--- src/rtl/out_uart_tx.sv ---
// Byte FIFO plus 8N1 UART serializer behind the CPU OUT register.
// Optional OUT_UART_PARITY_EN inserts an even-parity bit between data and stop.
module out_uart_tx #(
    parameter int CLKS_PER_BIT = 16,
    parameter int FIFO_DEPTH   = 4
) (
    input  logic                          clk,
    input  logic                          rst,
    input  logic                          wr_en,
    input  logic [7:0]                    wr_data,
    output logic                          tx,
    output logic                          busy,
    output logic                          full,
    output logic                          empty,
    output logic                          overflow,
    output logic [$clog2(FIFO_DEPTH):0]   count
);

    localparam int TW = $clog2(CLKS_PER_BIT);
    localparam int PW = $clog2(FIFO_DEPTH);
    localparam int CW = PW + 1;
    localparam logic [TW-1:0] T_LAST  = TW'(CLKS_PER_BIT - 1);
    localparam logic [CW-1:0] DEPTH_C = CW'(FIFO_DEPTH);

    typedef enum logic [2:0] {
        S_IDLE,
        S_START,
        S_DATA,
        S_STOP
`ifdef OUT_UART_PARITY_EN
        , S_PARITY
`endif
    } state_t;

    state_t          state_q;
    logic [TW-1:0]   timer_q;
    logic [2:0]      bit_idx_q;
    logic [7:0]      shift_q;
    logic            tx_q;
    logic            busy_q;
`ifdef OUT_UART_PARITY_EN
    logic            parity_q;
`endif

    logic [7:0]      mem_q [FIFO_DEPTH];
    logic [PW-1:0]   wr_ptr_q;
    logic [PW-1:0]   rd_ptr_q;
    logic [CW-1:0]   count_q;
    logic [CW-1:0]   count_d;
    logic            full_q;
    logic            empty_q;
    logic            overflow_q;

    logic            bit_end_s;
    logic            push_s;
    logic            pop_s;
    logic [7:0]      head_s;

    // Pops happen from IDLE, or on the final stop cycle so frames chain without a gap.
    always_comb begin
        bit_end_s = (timer_q == T_LAST);
        push_s    = wr_en && !full_q;
        pop_s     = !empty_q && ((state_q == S_IDLE) ||
                                 ((state_q == S_STOP) && bit_end_s));
        head_s    = mem_q[rd_ptr_q];
        case ({push_s, pop_s})
            2'b10:   count_d = count_q + CW'(1);
            2'b01:   count_d = count_q - CW'(1);
            default: count_d = count_q;
        endcase
    end

    // FIFO storage; contents need no reset since occupancy gates every read.
    always_ff @(posedge clk) begin
        if (push_s) begin
            mem_q[wr_ptr_q] <= wr_data;
        end
    end

    // FIFO pointers, occupancy flags and sticky overflow.
    always_ff @(posedge clk) begin
        if (rst) begin
            wr_ptr_q   <= '0;
            rd_ptr_q   <= '0;
            count_q    <= '0;
            full_q     <= 1'b0;
            empty_q    <= 1'b1;
            overflow_q <= 1'b0;
        end else begin
            if (push_s) begin
                wr_ptr_q <= wr_ptr_q + PW'(1);
            end
            if (pop_s) begin
                rd_ptr_q <= rd_ptr_q + PW'(1);
            end
            if (wr_en && full_q) begin
                overflow_q <= 1'b1;
            end
            count_q <= count_d;
            full_q  <= (count_d == DEPTH_C);
            empty_q <= (count_d == '0);
        end
    end

    // Frame FSM; tx_q is loaded with the level of the state being entered.
    always_ff @(posedge clk) begin
        if (rst) begin
            state_q   <= S_IDLE;
            timer_q   <= '0;
            bit_idx_q <= 3'd0;
            shift_q   <= 8'h00;
            tx_q      <= 1'b1;
            busy_q    <= 1'b0;
`ifdef OUT_UART_PARITY_EN
            parity_q  <= 1'b0;
`endif
        end else begin
            case (state_q)
                S_IDLE: begin
                    tx_q   <= 1'b1;
                    busy_q <= 1'b0;
                    if (pop_s) begin
                        shift_q <= head_s;
`ifdef OUT_UART_PARITY_EN
                        parity_q <= ^head_s;
`endif
                        timer_q <= '0;
                        state_q <= S_START;
                        tx_q    <= 1'b0;
                        busy_q  <= 1'b1;
                    end
                end
                S_START: begin
                    if (bit_end_s) begin
                        timer_q   <= '0;
                        bit_idx_q <= 3'd0;
                        state_q   <= S_DATA;
                        tx_q      <= shift_q[0];
                    end else begin
                        timer_q <= timer_q + TW'(1);
                    end
                end
                S_DATA: begin
                    if (bit_end_s) begin
                        timer_q <= '0;
                        if (bit_idx_q == 3'd7) begin
`ifdef OUT_UART_PARITY_EN
                            state_q <= S_PARITY;
                            tx_q    <= parity_q;
`else
                            state_q <= S_STOP;
                            tx_q    <= 1'b1;
`endif
                        end else begin
                            shift_q   <= {1'b0, shift_q[7:1]};
                            tx_q      <= shift_q[1];
                            bit_idx_q <= bit_idx_q + 3'd1;
                        end
                    end else begin
                        timer_q <= timer_q + TW'(1);
                    end
                end
`ifdef OUT_UART_PARITY_EN
                S_PARITY: begin
                    if (bit_end_s) begin
                        timer_q <= '0;
                        state_q <= S_STOP;
                        tx_q    <= 1'b1;
                    end else begin
                        timer_q <= timer_q + TW'(1);
                    end
                end
`endif
                S_STOP: begin
                    if (bit_end_s) begin
                        timer_q <= '0;
                        if (pop_s) begin
                            shift_q <= head_s;
`ifdef OUT_UART_PARITY_EN
                            parity_q <= ^head_s;
`endif
                            state_q <= S_START;
                            tx_q    <= 1'b0;
                        end else begin
                            state_q <= S_IDLE;
                            tx_q    <= 1'b1;
                            busy_q  <= 1'b0;
                        end
                    end else begin
                        timer_q <= timer_q + TW'(1);
                    end
                end
                default: begin
                    state_q <= S_IDLE;
                    timer_q <= '0;
                    tx_q    <= 1'b1;
                    busy_q  <= 1'b0;
                end
            endcase
        end
    end

    assign tx       = tx_q;
    assign busy     = busy_q;
    assign full     = full_q;
    assign empty    = empty_q;
    assign overflow = overflow_q;
    assign count    = count_q;

endmodule

--- config.mk ---
export PLATFORM = sky130hd
export DESIGN_NAME = out_uart_tx
export DESIGN_NICKNAME = d
export VERILOG_FILES = /design/src/rtl/out_uart_tx.sv
export SDC_FILE = /design/constraint.sdc
export NUM_CORES = 1
export LEC_CHECK = 0
export ABC_AREA = 1
export CAP_MARGIN = 20
export CORE_UTILIZATION = 56
export DETAILED_ROUTE_END_ITERATION = 12
export GPL_TIMING_DRIVEN = 0
export PLACE_DENSITY_LB_ADDON = 0.08
export SYNTH_ARGS = -nofsm -noshare
export SYNTH_HDL_FRONTEND = slang
export SYNTH_SLANG_ARGS = --single-unit
export TNS_END_PERCENT = 1
--- constraint.sdc ---
create_clock -name clk -period 2.8 [get_ports clk]
set_clock_uncertainty 0.05 [all_clocks]
set_input_delay 0.56 -clock clk [delete_from_list [all_inputs] [get_ports clk]]
set_output_delay 0.56 -clock clk [all_outputs]
set_load 0.005 [all_outputs]
Word-level counts from Yosys, hierarchy flattened
Memory sizes are Yosys's and may differ from the RTL's. A register that Yosys moved wholly into a read port is not among the register bits.
Index checks and enable logic that the tools add are counted.
{"block": "word_totals", "ff_bits": 30, "latch_bits": 0, "ram_bits": 32, "rom_bits": 0, "input_bits": 11, "mem_count": 1}
{"memory": "mem_q", "depth": 4, "width": 8, "rd": 1, "rd_clocked_by_memory_dff": 1, "wr": 1, "line": "45", "source": "logic [7:0] mem_q [FIFO_DEPTH];"}
{"block": "op_classes", "addsub": 6, "multipliers": 0, "div": 0, "n_lt_le_gt_ge": 0, "eq_ne": 15, "n_shift": 0, "mux": 34, "n_bitwise": 1, "reduce_logical": 18}
{"operator": "$mux 8", "count": 4}
{"operator": "$mux 3", "count": 8}
{"operator": "$pmux 8 s3", "count": 1}
{"operator": "$ne 2x2->1 const B", "count": 7}
{"operator": "$pmux 3 s2", "count": 2}
{"operator": "$pmux 3 s4", "count": 1}
{"operator": "$mux 1", "count": 11}
{"operator": "$mux 4", "count": 2}
{"operator": "$pmux 4 s2", "count": 1}
{"operator": "$reduce_and 4->1", "count": 2}
{"operator": "$add 3x1->3 const B", "count": 2}
{"operator": "$eq 3x2->1 const B", "count": 2}
{"operator": "$eq 3x3->1 const B", "count": 2}
{"operator": "$logic_not 3->1", "count": 2}
{"operator": "$reduce_and 3->1", "count": 2}
{"operator": "$reduce_and 5->1", "count": 1}
{"operator": "$add 2x1->2 const B", "count": 2}
{"operator": "$add 4x1->4 const B", "count": 1}
{"operator": "$eq 4x4->1 const B", "count": 1}
{"operator": "$logic_and 1x1->1", "count": 4}
{"operator": "$mux 2", "count": 2}
{"operator": "$pmux 1 s4", "count": 1}
{"operator": "$eq 3x1->1 const B", "count": 1}
{"operator": "$pmux 1 s3", "count": 1}
{"operator": "10 further kinds", "count": 11}

Longest topological paths before layout
Gate-level depths: netlist (run 1).
{"block": "logic_depth", "depth_word": 7, "mapped_depth": 15, "depth_no_buf": 15}

Worst setup path before layout (run 1)
Ideal clock, no wire load.
{"block": "synth_path", "kind": "register to register", "start": "register state_q[0]", "end": "register full_q, in the netlist full", "setup_ns": 0.078, "arrival_time_ns": 2.041, "t_required_ns": 2.672, "setup_slack_ns": 0.631, "path_stages_with_launch": 16, "path_cell_list": "dfxtp_1 -> inv_1 -> ha_1 -> inv_1 -> nand2_2 -> nand2_2 -> inv_2 -> ha_1 -> inv_1 -> fa_1 -> inv_1 -> nand2_1 -> nand3_1 -> xor2_1 -> inv_1 -> nor3_1"}
{"block": "synth_via", "elab_chain_cells": 7}
{"item": "start: declaration", "line": "35", "source": "state_t state_q;"}
{"item": "start signal: assignment", "line": "108", "source": "state_q <= S_IDLE;"}
{"item": "start signal: assignment", "line": "128", "source": "state_q <= S_START;"}
{"item": "start signal: assignment", "line": "137", "source": "state_q <= S_DATA;"}
{"item": "$eq 3x2->1", "line": "64", "source": "((state_q == S_STOP) && bit_end_s));"}
{"item": "$logic_and 1x1->1", "line": "64"}
{"item": "$logic_or 1x1->1 *", "line": "63", "source": "pop_s = !empty_q && ((state_q == S_IDLE) ||"}
{"item": "$logic_and 1x1->1 *", "line": "63"}
{"item": "$eq 2x1->1 / $eq 2x2->1 (equally long branches)", "line": "66", "source": "case ({push_s, pop_s})"}
{"item": "$pmux 3 s2 *", "line": "66"}
{"item": "$eq 3x3->1 *", "line": "100", "source": "full_q <= (count_d == DEPTH_C);"}
{"item": "end signal: assignment", "line": "100"}
{"item": "end: declaration", "line": "50", "source": "logic full_q;"}
Mark *: on every way between the ends. The rest lies on a longest branch, timed or not.
A chain may end at the register's enable or synchronous reset.

Worst setup path in the final report (run 1)
{"block": "layout_path", "start": "register state_q[1]", "end": "register full_q, in the netlist full"}
The elaborated chain is that of the path after synthesis.

==> out/metrics.yaml, run 1 <==
final_layout:
  layout_common_cells: "nand2_1, inv_1, nor2_1"
  area_growth_pct: 16.7
  multi_input_area_um2: 1120
  layout-drive-gt1-share_pct: 9.16
  fin_nets: 391
  seq_area_um2: 1580
  layout_commonest_cell: "nand2_1"
  fillerInstances: 392
  instances_no_fill: 438
  diodes: 0
  utilization_pct: 69.7
  final_cell_area_um2: 3380
global_routing:
  antenna_found_initial: 0
  grt-ovfl-total: 0
  grt_usage_pct: 21.6
  grt_pass1_wl_um: 8440
  grt_pass1_vias: 1899
  grt_max_degree: 12
routing:
  drt_iter0_drc: 114
  vias: 2104
  first_pass_iters: 4
  ant_nets: 0
  routed_wl_um: 5160
  wl_per_cell_um: 11.8
  drc: 0
  via_per_inst: 4.80
job:
  maxCapViolations: 0
placed_design:
  dp_cells: 422
  gp_congestion: 0.767
  dpl.hpwl_um: 3500
  place_area_um2: 3160
  port_buffers: 18
critical_path:
  path_class: "reg -> reg"
  cp.arrival_ns: 2.72
  crit_path_start_kind: "register"
  end_kind: "register"
  critPathRequiredTime_ns: 3.00
  path_max_fanout: 7
synthesis:
  synth_sequential_area_ratio_pct: 54.6
  synth_top_family_by_area: "simple AND/OR/NAND/NOR gates"
  ys_warn_count: 0
  synth_adder_area_share_pct: 6.31
  syn_inst: 337
  synth_area_per_cell_um2: 8.59
  ys_ff_latch: 63
  netlist_area_um2: 2890
  syn_nets: 362
  synth_simple_gate_area_share_pct: 24.9
  synthMuxAreaShare_pct: 0
  synth_xor_area_share_pct: 1.21
  synth_compound_area_share_pct: 6.31
  ys_types: 27
die:
  die_height_um: 73.9
  fp.dieW_um: 73.9
  rows: 25
  die_area_um2: 5460
  design.core.area_um2: 4850
  initial_core_util_pct: 59.7
  io_pins: 19
timing:
  max_slew.worst_pin.slew_ns: 0.782
  rsz0062_at_grt: "false"
  fmax_mhz: 396
  finalCritPeriodShare_pct: 90.1
  max_slew_margin_pct: 47.7
  finalMaxSlewViolations: 0
  hold_violations: 0
  timing.final.crit_period_ns: 2.52
  holdWs_ns: 0.424
  final-setup-viol-count: 0
  tns_ns: 0
status:
  status: "finished, final reports clean"
cts:
  cts-resized-gates: 0
  post_cts_buffers: 0
  clkLatencyLatePin_ns: 0.33
  cts_buffer_depth: 2
  numCtsBuffers: 9
  path_clk_slew_ns: 0.07
  clock_sinks: 63
  cts_root_buf: "clkbuf_8"
  h-tree-depth: 3
  holdBufCountCts: 0
  cts_tree: "built"
worst_hold_path:
  worstHoldPathType: "reg -> reg"
power:
  powerDensity_nw_per_um2: 981
  leakage_uw: 0.00151
  ir_drop_mv: 0.529
sequential cells by signal, summed over array words and instances (netlist names), 2 cells and up, named ones only:
signal and count:
bit_idx_q 3, rd_ptr_q 2, count 3, timer_q 4, shift_q 8, state_q 2
mem_q 32, wr_ptr_q 2
layer usage:
metal | track usage, % | up-vias | routed length, um
met3 | 7.13 | 4 | 175
li1 | - | 1120 | -
met2 | 35.7 | 30 | 2450
met4 | 8.55 | 0 | 61
met1 | 26.0 | 950 | 2470
met5 | 0 | - | 0
cells in the mapped netlist, drive strengths merged:
master	instances	area, um^2
nand2	127	489
inv	36	135
nor2	35	134
edfxtp	32	961
dfxtp	31	621
a21oi	18	90.1
ha	13	163
o21ai	12	67.6
nand3	10	75.1
buf	7	41.3
xor2	3	26.3
clkbuf	2	7.51
clkinv	2	7.51
nor3	2	10.0
or2	2	12.5
a211oi	1	7.51
fa	1	20.0
o211a	1	10.0
o211ai	1	7.51
xnor2	1	8.76
power by group:
group | switching (uW) | internal, uW
combinational | 766 | 478
clock | 318 | 510
sequential | 91.9 | 1150
total | 1180 | 2140
through the flow:
step,total power [uW],worst slack [ns]
2_1_floorplan,2170,0.631
3_3_place_gp,2480,0.126
3_5_place_dp,2500,0.0961
4_1_cts,3340,0.254
5_1_grt,3580,0.0307
6_report,3310,0.276
worst max-delay path, stage by stage, from the launching register on:
cell     delay, ns
dfxtp_1       0.32
inv_1         0.13
ha_1          0.25
inv_1         0.13
nand2_2       0.09
nand2_2       0.08
inv_2         0.13
ha_1          0.18
inv_1         0.07
fa_1          0.41
inv_1         0.06
nand2_1       0.04
nand3_1       0.09
xor2_1        0.19
inv_1         0.07
nor3_1        0.15
path summary, 6_finish.rpt:
kind                      from  depth (start not counted)            to  slack, ns
setup / recovery    state_q[1]                         15          full       0.28
hold / removal    bit_idx_q[2]                          2  bit_idx_q[2]       0.42
setup reg to reg    state_q[1]                         15          full       0.28
hold reg to reg   bit_idx_q[2]                          2  bit_idx_q[2]       0.42
cells by family (layout without fill, tap and decap cells):
| logic type | Yosys count | after routing |
|---|---|---|
| AND/OR/NAND/NOR | 176 | 176 |
| flip-flops | 63 | 63 |
| buffers and inverters | 47 | 81 |
| AO/OA/AOI/OAI | 33 | 33 |
| adder cells (fa/ha/maj) | 14 | 14 |
| XOR/XNOR | 4 | 4 |
final cells by class:
type | instances | share of cell area, %
plain buffers | 9 | 1.44
clock buffers | 13 | 5.34
clock inverters | 3 | 1.15
inverters | 38 | 4.22
multi-input cells | 227 | 33.2
flip-flops and latches | 63 | 46.8
well taps | 67 | 2.48
repair buffers | 18 | 5.34
(Power assumes the default switching activity.)
==> inputs of run 2 (changes only) <==
- MAX_ROUTING_LAYER: unset -> met4
==> out/metrics.yaml, run 2 (synthesized netlist as in run 1, its figures left out) <==
final_layout:
  instances_no_fill: 438
  regMostFlops: "mem_q"
  layout_common_cells: "nand2_1, inv_1, nor2_1"
  layout-drive-gt1-share_pct: 9.16
  fillerInstances: 392
  multi_input_area_um2: 1120
  fin_nets: 391
  diodes: 0
  seq_area_um2: 1580
  final_cell_area_um2: 3380
  largest_register_ffs: 32
  top_regs: "mem_q x32, shift_q x8, timer_q x4"
  layout_commonest_cell: "nand2_1"
  area_growth_pct: 16.7
die:
  die_area_um2: 5460
  die_height_um: 73.9
  rows: 25
  fp.dieW_um: 73.9
  io_pins: 19
  initial_core_util_pct: 59.7
  design.core.area_um2: 4850
routing:
  ant_nets: 0
  wl_per_cell_um: 11.7
  via_per_inst: 4.79
  vias: 2097
  routed_wl_um: 5130
  drc: 0
  first_pass_iters: 4
  drt_iter0_drc: 114
cts:
  cts_tree: "built"
  path_clk_slew_ns: 0.07
  h-tree-depth: 3
  clock_sinks: 63
  cts_buffer_depth: 2
  post_cts_buffers: 0
  cts_root_buf: "clkbuf_8"
  numCtsBuffers: 9
  holdBufCountCts: 0
  clkLatencyLatePin_ns: 0.33
  cts-resized-gates: 0
global_routing:
  grt_usage_pct: 22.2
  grt_pass1_vias: 1899
  grt-ovfl-total: 0
  antenna_found_initial: 0
  grt_pass1_wl_um: 8430
  grt_max_degree: 12
timing:
  max_slew_margin_pct: 48.4
  finalCritPeriodShare_pct: 89.9
  fmax_mhz: 397
  finalMaxSlewViolations: 0
  timing.final.crit_period_ns: 2.52
  tns_ns: 0
  final-setup-viol-count: 0
  max_slew.worst_pin.slew_ns: 0.772
  rsz0062_at_grt: "false"
  hold_violations: 0
critical_path:
  crit_path_start_kind: "register"
  end_kind: "register"
  path_max_fanout: 7
  cp.arrival_ns: 2.71
  critPathRequiredTime_ns: 3.00
  path_class: "reg -> reg"
status:
  status: "finished, final reports clean"
placed_design:
  dp_cells: 422
  gp_congestion: 0.777
  port_buffers: 18
  place_area_um2: 3160
  dpl.hpwl_um: 3500
power:
  powerDensity_nw_per_um2: 980
  ir_drop_mv: 0.528
  leakage_uw: 0.00151
worst_hold_path:
  worstHoldPathType: "reg -> reg"
job:
  maxCapViolations: 0
## run 2: cell counts in the layout (fill, tap and decap cells not counted)
No cell type changed its count.
## run 2: power breakdown
part           switching [uW]  internal [uW]
sequential               91.7           1150
clock                     317            510
combinational             764            478
total                    1170           2140
## run 2: per-stage QoR
stage,total power (uW),util [%],setup slack [ns],hold WS [ns]
4_1_cts,3340,69.7,0.254,0.426
3_3_place_gp,2480,65.1,0.126,0.409
3_5_place_dp,2500,65.1,0.0961,0.415
2_1_floorplan,2170,-,0.631,0.397
5_1_grt,3580,69.7,0.0308,0.448
6_report,3310,69.7,0.284,0.424
## run 2: final timing paths
| kind | from | to | slack [ns] | cells after the start |
|---|---|---|---|---|
| max reg2reg | state_q[1] | full | 0.28 | 15 |
| min | bit_idx_q[2] | bit_idx_q[2] | 0.42 | 2 |
| max | state_q[1] | full | 0.28 | 15 |
| min reg2reg | bit_idx_q[2] | bit_idx_q[2] | 0.42 | 2 |
## run 2: worst max-delay path, stage by stage (launching register included)
cell     delay [ns]
dfxtp_1        0.32
inv_1          0.13
ha_1           0.24
inv_1          0.13
nand2_2        0.09
nand2_2        0.08
inv_2          0.13
ha_1           0.18
inv_1          0.07
fa_1           0.41
inv_1          0.06
nand2_1        0.04
nand3_1        0.09
xor2_1         0.19
inv_1          0.07
nor3_1         0.14
## run 2: metal layers
layer	vias up	track usage (%)	share of wire, %
li1	1121	-	-
met3	6	5.08	3.3
met2	26	35.8	47
met4	0	11.8	1.7
met5	-	-	0
met1	944	25.9	48
## run 2: layout make-up
type	count	area share (%)
sequential	63	46.8
multi-input combinational	227	33.2
clock inverter	3	1.15
buffer	9	1.44
timing repair buffer	18	5.34
clock buffer	13	5.34
inverter	38	4.22
tap	67	2.48
